File: config.mk
export PLATFORM = sky130hd
export DESIGN_NAME = fifo_sram_ctrl
export DESIGN_NICKNAME = d
export VERILOG_FILES = /design/src/rtl/fifo_sram_ctrl.sv
export SDC_FILE = /design/constraint.sdc
export NUM_CORES = 1
export LEC_CHECK = 0
export ABC_AREA = 1
export CORE_MARGIN = 3
export CORE_UTILIZATION = 37
export CTS_CLUSTER_SIZE = 12
export DETAILED_ROUTE_END_ITERATION = 8
export PLACE_DENSITY = 0.73
export SYNTH_ARGS = -nofsm -noshare
export SYNTH_HDL_FRONTEND = slang
export SYNTH_SLANG_ARGS = --single-unit
File: constraint.sdc
create_clock -name clk -period 6.05 [get_ports clk]
set_input_delay 0.9075 -clock clk [delete_from_list [all_inputs] [get_ports clk]]
set_output_delay 0.9075 -clock clk [all_outputs]
set_load 0.005 [all_outputs]
File: src/rtl/fifo_sram_ctrl.sv
// fifo_sram_ctrl: synchronous FIFO controller in front of a two-port SRAM
// that has a registered (1-cycle) read port.
//
// A 2-entry output buffer fed by prefetch reads hides the SRAM read latency,
// so one push and one pop per cycle are sustained.
//
// Optional macro FIFO_SRAM_CTRL_CHK_EN compiles in simulation-only sanity
// checks that print "FIFO ERROR" and end the simulation.
//
// Ports:
//   clk, rst        clock, asynchronous active-high reset
//   wr_val_i/wr_rdy_o/wr_dat_i   push handshake and data
//   rd_val_o/rd_rdy_i/rd_dat_o   pop handshake and head data
//   cnt_o           total words held (SRAM + in flight + output buffer)
//   sram_wr_*       SRAM write port (valid, address, data)
//   sram_rd_val_o/sram_rd_adr_o  SRAM read request
//   sram_rd_dat_i   SRAM registered read data, valid one cycle after request

module fifo_sram_ctrl #(
    parameter  int unsigned SIZE    = 64,
    parameter  int unsigned DATA_WD = 32,
    localparam int unsigned SIZE_WD = $clog2(SIZE)
) (
    input  logic               clk,
    input  logic               rst,
    input  logic               wr_val_i,
    output logic               wr_rdy_o,
    input  logic [DATA_WD-1:0] wr_dat_i,
    output logic               rd_val_o,
    input  logic               rd_rdy_i,
    output logic [DATA_WD-1:0] rd_dat_o,
    output logic [SIZE_WD+1:0] cnt_o,
    output logic               sram_wr_val_o,
    output logic [SIZE_WD-1:0] sram_wr_adr_o,
    output logic [DATA_WD-1:0] sram_wr_dat_o,
    output logic               sram_rd_val_o,
    output logic [SIZE_WD-1:0] sram_rd_adr_o,
    input  logic [DATA_WD-1:0] sram_rd_dat_i
);

    localparam int unsigned SCNT_WD = SIZE_WD + 1;
    localparam int unsigned TCNT_WD = SIZE_WD + 2;

    // Registered state
    logic [SIZE_WD-1:0] wr_ptr;
    logic [SIZE_WD-1:0] rd_ptr;
    logic [SCNT_WD-1:0] sram_cnt;
    logic               inflight;
    logic [1:0]         ob_cnt;
    logic [DATA_WD-1:0] ob_head;
    logic [DATA_WD-1:0] ob_tail;

    // Next-state / handshake signals
    logic               push;
    logic               pop;
    logic               issue;
    logic [2:0]         ob_sum;
    logic [1:0]         ob_fill;
    logic [SCNT_WD-1:0] sram_cnt_nxt;
    logic [1:0]         ob_cnt_nxt;
    logic [TCNT_WD-1:0] cnt_nxt;
    logic               wr_rdy_nxt;
    logic [DATA_WD-1:0] ob_head_nxt;
    logic [DATA_WD-1:0] ob_tail_nxt;

    // Handshakes and prefetch decision
    always_comb begin
        push   = wr_val_i & wr_rdy_o;
        pop    = rd_val_o & rd_rdy_i;
        // Words that will sit in the output buffer next cycle if no new read issues
        ob_sum = 3'(ob_cnt) + 3'(inflight) - 3'(pop);
        issue  = (sram_cnt != '0) && (ob_sum < 3'd2);
    end

    // Occupancy bookkeeping
    always_comb begin
        sram_cnt_nxt = sram_cnt + SCNT_WD'(push) - SCNT_WD'(issue);
        ob_cnt_nxt   = ob_sum[1:0];
        cnt_nxt      = TCNT_WD'(sram_cnt_nxt) + TCNT_WD'(issue) + TCNT_WD'(ob_cnt_nxt);
        // An issue in the same cycle frees an entry, but ready only rises next cycle
        wr_rdy_nxt   = (sram_cnt_nxt < SCNT_WD'(SIZE));
    end

    // Output buffer update: shift on pop, then land captured data in the first free slot
    always_comb begin
        ob_head_nxt = ob_head;
        ob_tail_nxt = ob_tail;
        ob_fill     = ob_cnt - 2'(pop);
        if (pop) begin
            ob_head_nxt = ob_tail;
        end
        // SRAM read data is only valid in this cycle, so capture is unconditional
        if (inflight) begin
            if (ob_fill == 2'd0) begin
                ob_head_nxt = sram_rd_dat_i;
            end else begin
                ob_tail_nxt = sram_rd_dat_i;
            end
        end
    end

    // SRAM port drive
    always_comb begin
        sram_wr_val_o = push;
        sram_wr_adr_o = wr_ptr;
        sram_wr_dat_o = wr_dat_i;
        sram_rd_val_o = issue;
        sram_rd_adr_o = rd_ptr;
    end

    // Pointers and counters
    always_ff @(posedge clk or posedge rst) begin
        if (rst) begin
            wr_ptr   <= '0;
            rd_ptr   <= '0;
            sram_cnt <= '0;
            inflight <= 1'b0;
            ob_cnt   <= '0;
        end else begin
            if (push) begin
                wr_ptr <= wr_ptr + SIZE_WD'(1);
            end
            if (issue) begin
                rd_ptr <= rd_ptr + SIZE_WD'(1);
            end
            sram_cnt <= sram_cnt_nxt;
            inflight <= issue;
            ob_cnt   <= ob_cnt_nxt;
        end
    end

    // Output buffer storage
    always_ff @(posedge clk or posedge rst) begin
        if (rst) begin
            ob_head <= '0;
            ob_tail <= '0;
        end else begin
            ob_head <= ob_head_nxt;
            ob_tail <= ob_tail_nxt;
        end
    end

    // Registered status outputs
    always_ff @(posedge clk or posedge rst) begin
        if (rst) begin
            wr_rdy_o <= 1'b1;
            rd_val_o <= 1'b0;
            cnt_o    <= '0;
        end else begin
            wr_rdy_o <= wr_rdy_nxt;
            rd_val_o <= (ob_cnt_nxt != 2'd0);
            cnt_o    <= cnt_nxt;
        end
    end

    assign rd_dat_o = ob_head;

`ifdef FIFO_SRAM_CTRL_CHK_EN
    // Simulation-only sanity checks
    task automatic fifo_error(input string msg);
        $display("FIFO ERROR: %m: %s", msg);
        #1000;
        $finish;
    endtask

    always @(posedge clk) begin
        if (!rst) begin
            if (wr_val_i && !wr_rdy_o) begin
                fifo_error("push attempted while full");
            end
            if (sram_cnt > SCNT_WD'(SIZE)) begin
                fifo_error("sram_cnt exceeds SIZE");
            end
            if (ob_cnt > 2'd2) begin
                fifo_error("ob_cnt exceeds 2");
            end
            if (rd_val_o && $isunknown(rd_dat_o)) begin
                fifo_error("X on rd_dat_o while rd_val_o");
            end
        end
    end
`endif

endmodule

==> reports/qor.txt, run 1 <==
skew final = 0.00731 ns
Crit. End Element = flip-flop
first-pass iteration count of the detailed router = 5
Tot GR Track Use = 0.155
max_slew headroom = 0.502
clk_lat worst skew = 0.34 ns
Core Box Area = 12200 µm²
# clock sinks = 96
post-synthesis async set-or-reset flop share = 1.00
clock buffer depth = 2
num rows = 40
initial antenna violation count = 0
Synth Flop Type = dfrtp_1
achievable frequency = 0.198 GHz
minimum clock period = 5.05 ns
worst slew pin tran = 0.747 ns
Syn Inst Count = 535
RD Place Congestion = 0.808
Post-Synth Simple-Gate Area = 0.189
post-synthesis compound-gate area fraction = 0.0853
Chip Width = 119 µm
Hold Path Class = flip-flop to flip-flop
I/O Buffers = 91
Pwr per Cell Area = 618 nW/µm²
Clock power frac = 0.158
total power = 3.58 mW
leak pwr = 2.78 nW
root buf cell = clkbuf_16
TNS Setup = 0 ns
post-synthesis sequential area ratio = 0.510
Post-Synth Adder-Cell Area = 0.0499
io pins = 156
Post-Syn Nets = 620
Final Hold Vio Count = 0
H-tree depth = 3
Multi-input gate area = 1680 µm²
crit-path max FO = 34
Warnings, synthesis = 0
Avg WL per Cell = 13.8 µm
share of Yosys cell area claimed by the top area cell type = 0.505
Chip Height = 119 µm
Area contributors post-synth = dfrtp_1, nand2_1, buf_4
Fin Hold WS = 0.472 ns
NetSw = 1.44 mW
nets@finish = 671
critical path class = input port to flip-flop
cell area after synthesis = 4710 µm²
initial DRC count = 392
library cells used by synthesis = 27
status = completed
vias in the first global route = 3657
vias = 3628
Max IR drop VDD = 0.320 mV
post-route ant nets = 0
Slew Limit Fails = 0
mux cell area share after synthesis = 0
synth cell count leaders = nand2_1, dfrtp_1, inv_1
number of synthesized flops with an enable pin = 0
biggest area consumer among synthesized cells = dfrtp_1
CTS tree = built
cell mode on critical path = nand2_1
share of layout cells above drive strength 1 = 0.0475
main combinational cell family by area after synthesis = simple AND/OR/NAND/NOR gates
Post-CTS Setup Inserts = 0
first-pass GRT wire length = 17900 µm
Slowest cell on crit path = clkdlybuf4s50_1
max cap viols = 0
Avg Cell Area, Syn = 8.80 µm²
pin count of the biggest net entering global routing = 65
Die Area = 14100 µm²
register share of total power = 0.332
post-synthesis xor/xnor area fraction = 0.0313
register area = 2400 µm²
CP peak stage delay = 0.58 ns
Reg2Reg Launch Point = rd_val_o
Initial Util = 0.386
type of origin of the critical path = input port
DRC = 0
fillers = 1147
most frequent cell after synthesis = nand2_1
GRT Residual Overflow = 0
Worst Path Arrival = 5.28 ns
Crit path required time = 6.29 ns
setup-violating endpoint count in the final report = 0
Num CTS Buffers = 9
Hold Crit Start = sram_rd_adr_o[5]
Internal Power = 2.13 mW
Yosys reg bits = 96
CTS clk-pin slew, worst paths = 0.07 ns
Syn-to-layout area delta = 22.9%
routed vias/inst = 4.79
unrepaired setup endpoints after global routing = false
number of antenna diodes = 0
crit path from = rd_rdy_i
switching share of total power = 0.404
fraction of the cycle the final worst path needs = 0.834
cts repair resizes = 0
Hold Buf Count CTS = 0
Post-DP HPWL = 7030 µm
final WL = 10400 µm
logic gate share of total power = 0.510
[worst max-delay path: cells and delay by family]
| kind | cells | cell delay (ns) |
|---|---|---|
| xor+xnor | 1 | 0.20 |
| fa+ha+maj | 5 | 1.70 |
| buf+inv | 5 | 0.87 |
| simple gates | 14 | 1.58 |
[layer usage]
metal  vias to the layer above  global-route usage  part of all wire
met2                       130               0.247              0.46
met5                         -                   0                 0
met4                         0              0.0572             0.013
li1                       1768                   -                 -
met1                      1711               0.200              0.46
met3                        19              0.0499             0.068
[kinds of logic (layout without fill, tap and decap cells)]
kind of cell / count (synthesis) / in the layout
AOI/OAI and AO/OA: 70 / 70
buffers and inverters: 125 / 180
adders and majority gates: 17 / 17
and+or+nand+nor: 211 / 211
DFF: 96 / 96
xor gates and xnor gates: 16 / 16
[per-stage QoR]
stage | worst slack (ns) | cell area [µm²] | utilization | instances
global placement | 0.781 | 5500 | 0.450 | 743
floorplan | 1.64 | 4710 | - | 535
finish | 1.00 | 5790 | 0.474 | 758
global route | 0.611 | 5790 | 0.474 | 758
detailed placement | 0.609 | 5500 | 0.450 | 743
CTS | 0.967 | 5790 | 0.474 | 758
[power groups by stage]
stage / clock (mW) / combinational [mW] / sequential (mW)
finish: 0.564 / 1.83 / 1.19
global route: 0.612 / 2.10 / 1.23
CTS: 0.583 / 1.85 / 1.19
detailed placement: 0 / 1.84 / 1.19
global placement: 0 / 1.77 / 1.18
floorplan: 0 / 1.19 / 1.17
[registers in the layout (all words and copies together) (netlist names), 2 cells and up]
name and flops:
ob_tail 32, sram_rd_adr_o 6, sram_wr_adr_o 6, ob_cnt 2, cnt_o 8, sram_cnt 7
rd_dat_o 32
[area by class of cell]
cell class | instances | area share
timing repair buffer | 95 | 0.163
tap | 168 | 0.0363
clock inverter | 6 | 0.0117
inverter | 70 | 0.0458
sequential | 96 | 0.415
clock buffer | 9 | 0.0389
multi-input combinational | 314 | 0.289
[placed cells by master, fill, tap and decap left out, drive strengths merged]
master / n
xnor2: 7
inv: 72
fa: 3
a21oi: 4
nor2: 50
dfstp: 1
xor2: 9
a31oi: 32
clkinv: 1
nand4: 4
nand2: 108
buf: 4
or2: 1
o21ai: 34
clkdlybuf4s50: 91
nand3: 47
nor3: 1
bufinv: 1
clkinvlp: 2
ha: 14
dfrtp: 95
clkbuf: 9
[final timing paths]
kind                                    endpoint  slack, ns  depth (start not counted)
worst min-delay path            sram_rd_adr_o[5]       0.47                          1
worst max-delay path                    cnt_o[6]       1.00                         25
max in group asynchronous            rd_dat_o[4]       4.00                          3
worst max register to register          cnt_o[6]       1.68                         24
worst min register to register  sram_rd_adr_o[5]       0.47                          1
min in group asynchronous       sram_wr_adr_o[0]       0.94                          2
(Power assumes the default switching activity.)
==> inputs of run 2 (changes only) <==
==> constraint.sdc (replaced) <==
create_clock -name clk -period 4.7 [get_ports clk]
set_input_delay 0.705 -clock clk [delete_from_list [all_inputs] [get_ports clk]]
set_output_delay 0.705 -clock clk [all_outputs]
set_load 0.005 [all_outputs]
==> run 2 against run 1 <==
Net effect:
- count of clock-buffer cells in the layout stayed put
- final cell count rose by 1.6%
- first-iteration DRC count fell by 24%
- non-clock buffer count grew 11
- worst hold slack got worse by 0.0012 ns
- routed wire length decreased by 1.2%
==> reports/qor.txt, run 2 (synthesis results as in run 1) <==
Hold Path Class = flip-flop to flip-flop
post-place setup slack = 0.0167 ns
Avg WL per Cell = 13.4 µm
vias in the first global route = 3712
Initial Util = 0.386
post-route ant nets = 0
final WL = 10300 µm
GRT Residual Overflow = 0
crit path from = rd_rdy_i
Die Area = 14100 µm²
Reg2Reg Launch Point = rd_val_o
Crit path required time = 4.93 ns
commonest non-fill, non-tap cell in the layout = nand2_1
Fin Hold WS = 0.471 ns
Reg2Reg Setup Slack = 0.83 ns
Tot GR Track Use = 0.153
CTS clk-pin slew, worst paths = 0.06 ns
num rows = 40
number of antenna diodes = 0
Hold Path Stages = 1
achievable frequency = 0.248 GHz
Area after DPL = 5580 µm²
setup-violating endpoint count in the final report = 0
routed vias/inst = 4.74
worst setup margin = 0.673 ns
first-pass iteration count of the detailed router = 4
nets@finish = 682
cell mode on critical path = nand2_1
critical path class = input port to flip-flop
minimum clock period = 4.03 ns
leak pwr = 2.86 nW
post-placement cell count = 754
# clock sinks = 96
Final Hold Vio Count = 0
root buf cell = clkbuf_16
type of origin of the critical path = input port
initial antenna violation count = 0
TNS Setup = 0 ns
Syn-to-layout area delta = 25.8%
initial DRC count = 299
Final Cell Area = 5920 µm²
post-route non-filler standard cell count = 770
Pwr per Cell Area = 824 nW/µm²
first-pass GRT wire length = 17800 µm
Slowest cell on crit path = fa_1
crit-path max FO = 3
CP peak stage delay = 0.52 ns
register area = 2400 µm²
Chip Width = 119 µm
R2R cell count = 24
fraction of the cycle the final worst path needs = 0.857
max cap viols = 0
worst slew pin tran = 0.716 ns
Slew Limit Fails = 0
share of layout cells above drive strength 1 = 0.0664
io pins = 156
Chip Height = 119 µm
CTS tree = built
Max IR drop VDD = 0.538 mV
Core Box Area = 12200 µm²
Post-DP HPWL = 7160 µm
DRC = 0
Hold Buf Count CTS = 0
Crit. End Element = flip-flop
most frequent cells in the layout = nand2_1, dfrtp_1, clkdlybuf4s50_1
RD Place Congestion = 0.771
Worst Path Arrival = 4.26 ns
Worst R2R End = cnt_o[6]
clk_lat worst skew = 0.34 ns
H-tree depth = 3
unrepaired setup endpoints after global routing = false
status = completed
Multi-input gate area = 1680 µm²
crit path to = cnt_o[6]
Num CTS Buffers = 9
max_slew headroom = 0.523
pin count of the biggest net entering global routing = 65
I/O Buffers = 91
vias = 3650
skew final = 0.00842 ns
clock buffer depth = 2
fillers = 1153
==> run 2: cell count changes in the layout (fill, tap and decap cells not counted), sizes merged <==
cell,delta
buf,+11
bufinv,+2
clkdlybuf4s50,-1
dlymetal6s2s,+1
inv,-1
==> run 2: stage by stage <==
stage	power, mW	util
finish	4.88	0.485
global route	5.35	0.485
floorplan	3.04	-
detailed placement	4.06	0.457
global placement	3.94	0.457
CTS	4.94	0.485
==> run 2: area by class of cell <==
| cell class | count | share of cell area |
|---|---|---|
| timing repair buffer | 106 | 0.173 |
| inverter | 70 | 0.0448 |
| clock inverter | 7 | 0.0201 |
| tap | 168 | 0.0355 |
| sequential | 96 | 0.406 |
| multi-input combinational | 314 | 0.283 |
| clock buffer | 9 | 0.0380 |
==> run 2: worst max-delay path, delay by kind of cell <==
family / cells / cell delay [ns]
xor gates and xnor gates: 1 / 0.15
adders and majority gates: 5 / 1.59
buffers and inverters: 5 / 0.46
and+or+nand+nor: 14 / 1.36
==> run 2: how the worst min path moves through the flow <==
stage                                  end  slack, ns        startpoint
after floorplan                ob_tail[10]       0.45       ob_tail[10]
after global placement    sram_rd_adr_o[5]       0.46  sram_rd_adr_o[5]
after detailed placement  sram_rd_adr_o[5]       0.46  sram_rd_adr_o[5]
after CTS                 sram_rd_adr_o[5]       0.47  sram_rd_adr_o[5]
after global routing      sram_rd_adr_o[5]       0.50  sram_rd_adr_o[5]
final                     sram_rd_adr_o[5]       0.47  sram_rd_adr_o[5]
==> run 2: power by group <==
part           switching, mW  internal, mW
combinational           1.32          1.20
sequential             0.252          1.27
clock                  0.314         0.521
==> run 2: routing by layer <==
layer,vias up,GRT usage,wire length [µm]
li1,1788,-,-
met4,0,0.0666,176
met1,1731,0.191,4580
met3,17,0.0399,700
met2,114,0.249,4860
met5,-,0,0
==> run 2: timing repair <==
action	4_1_cts	5_1_grt
buffers inserted	0	0
gates resized for setup	0	1
setup endpoints to repair	0	2
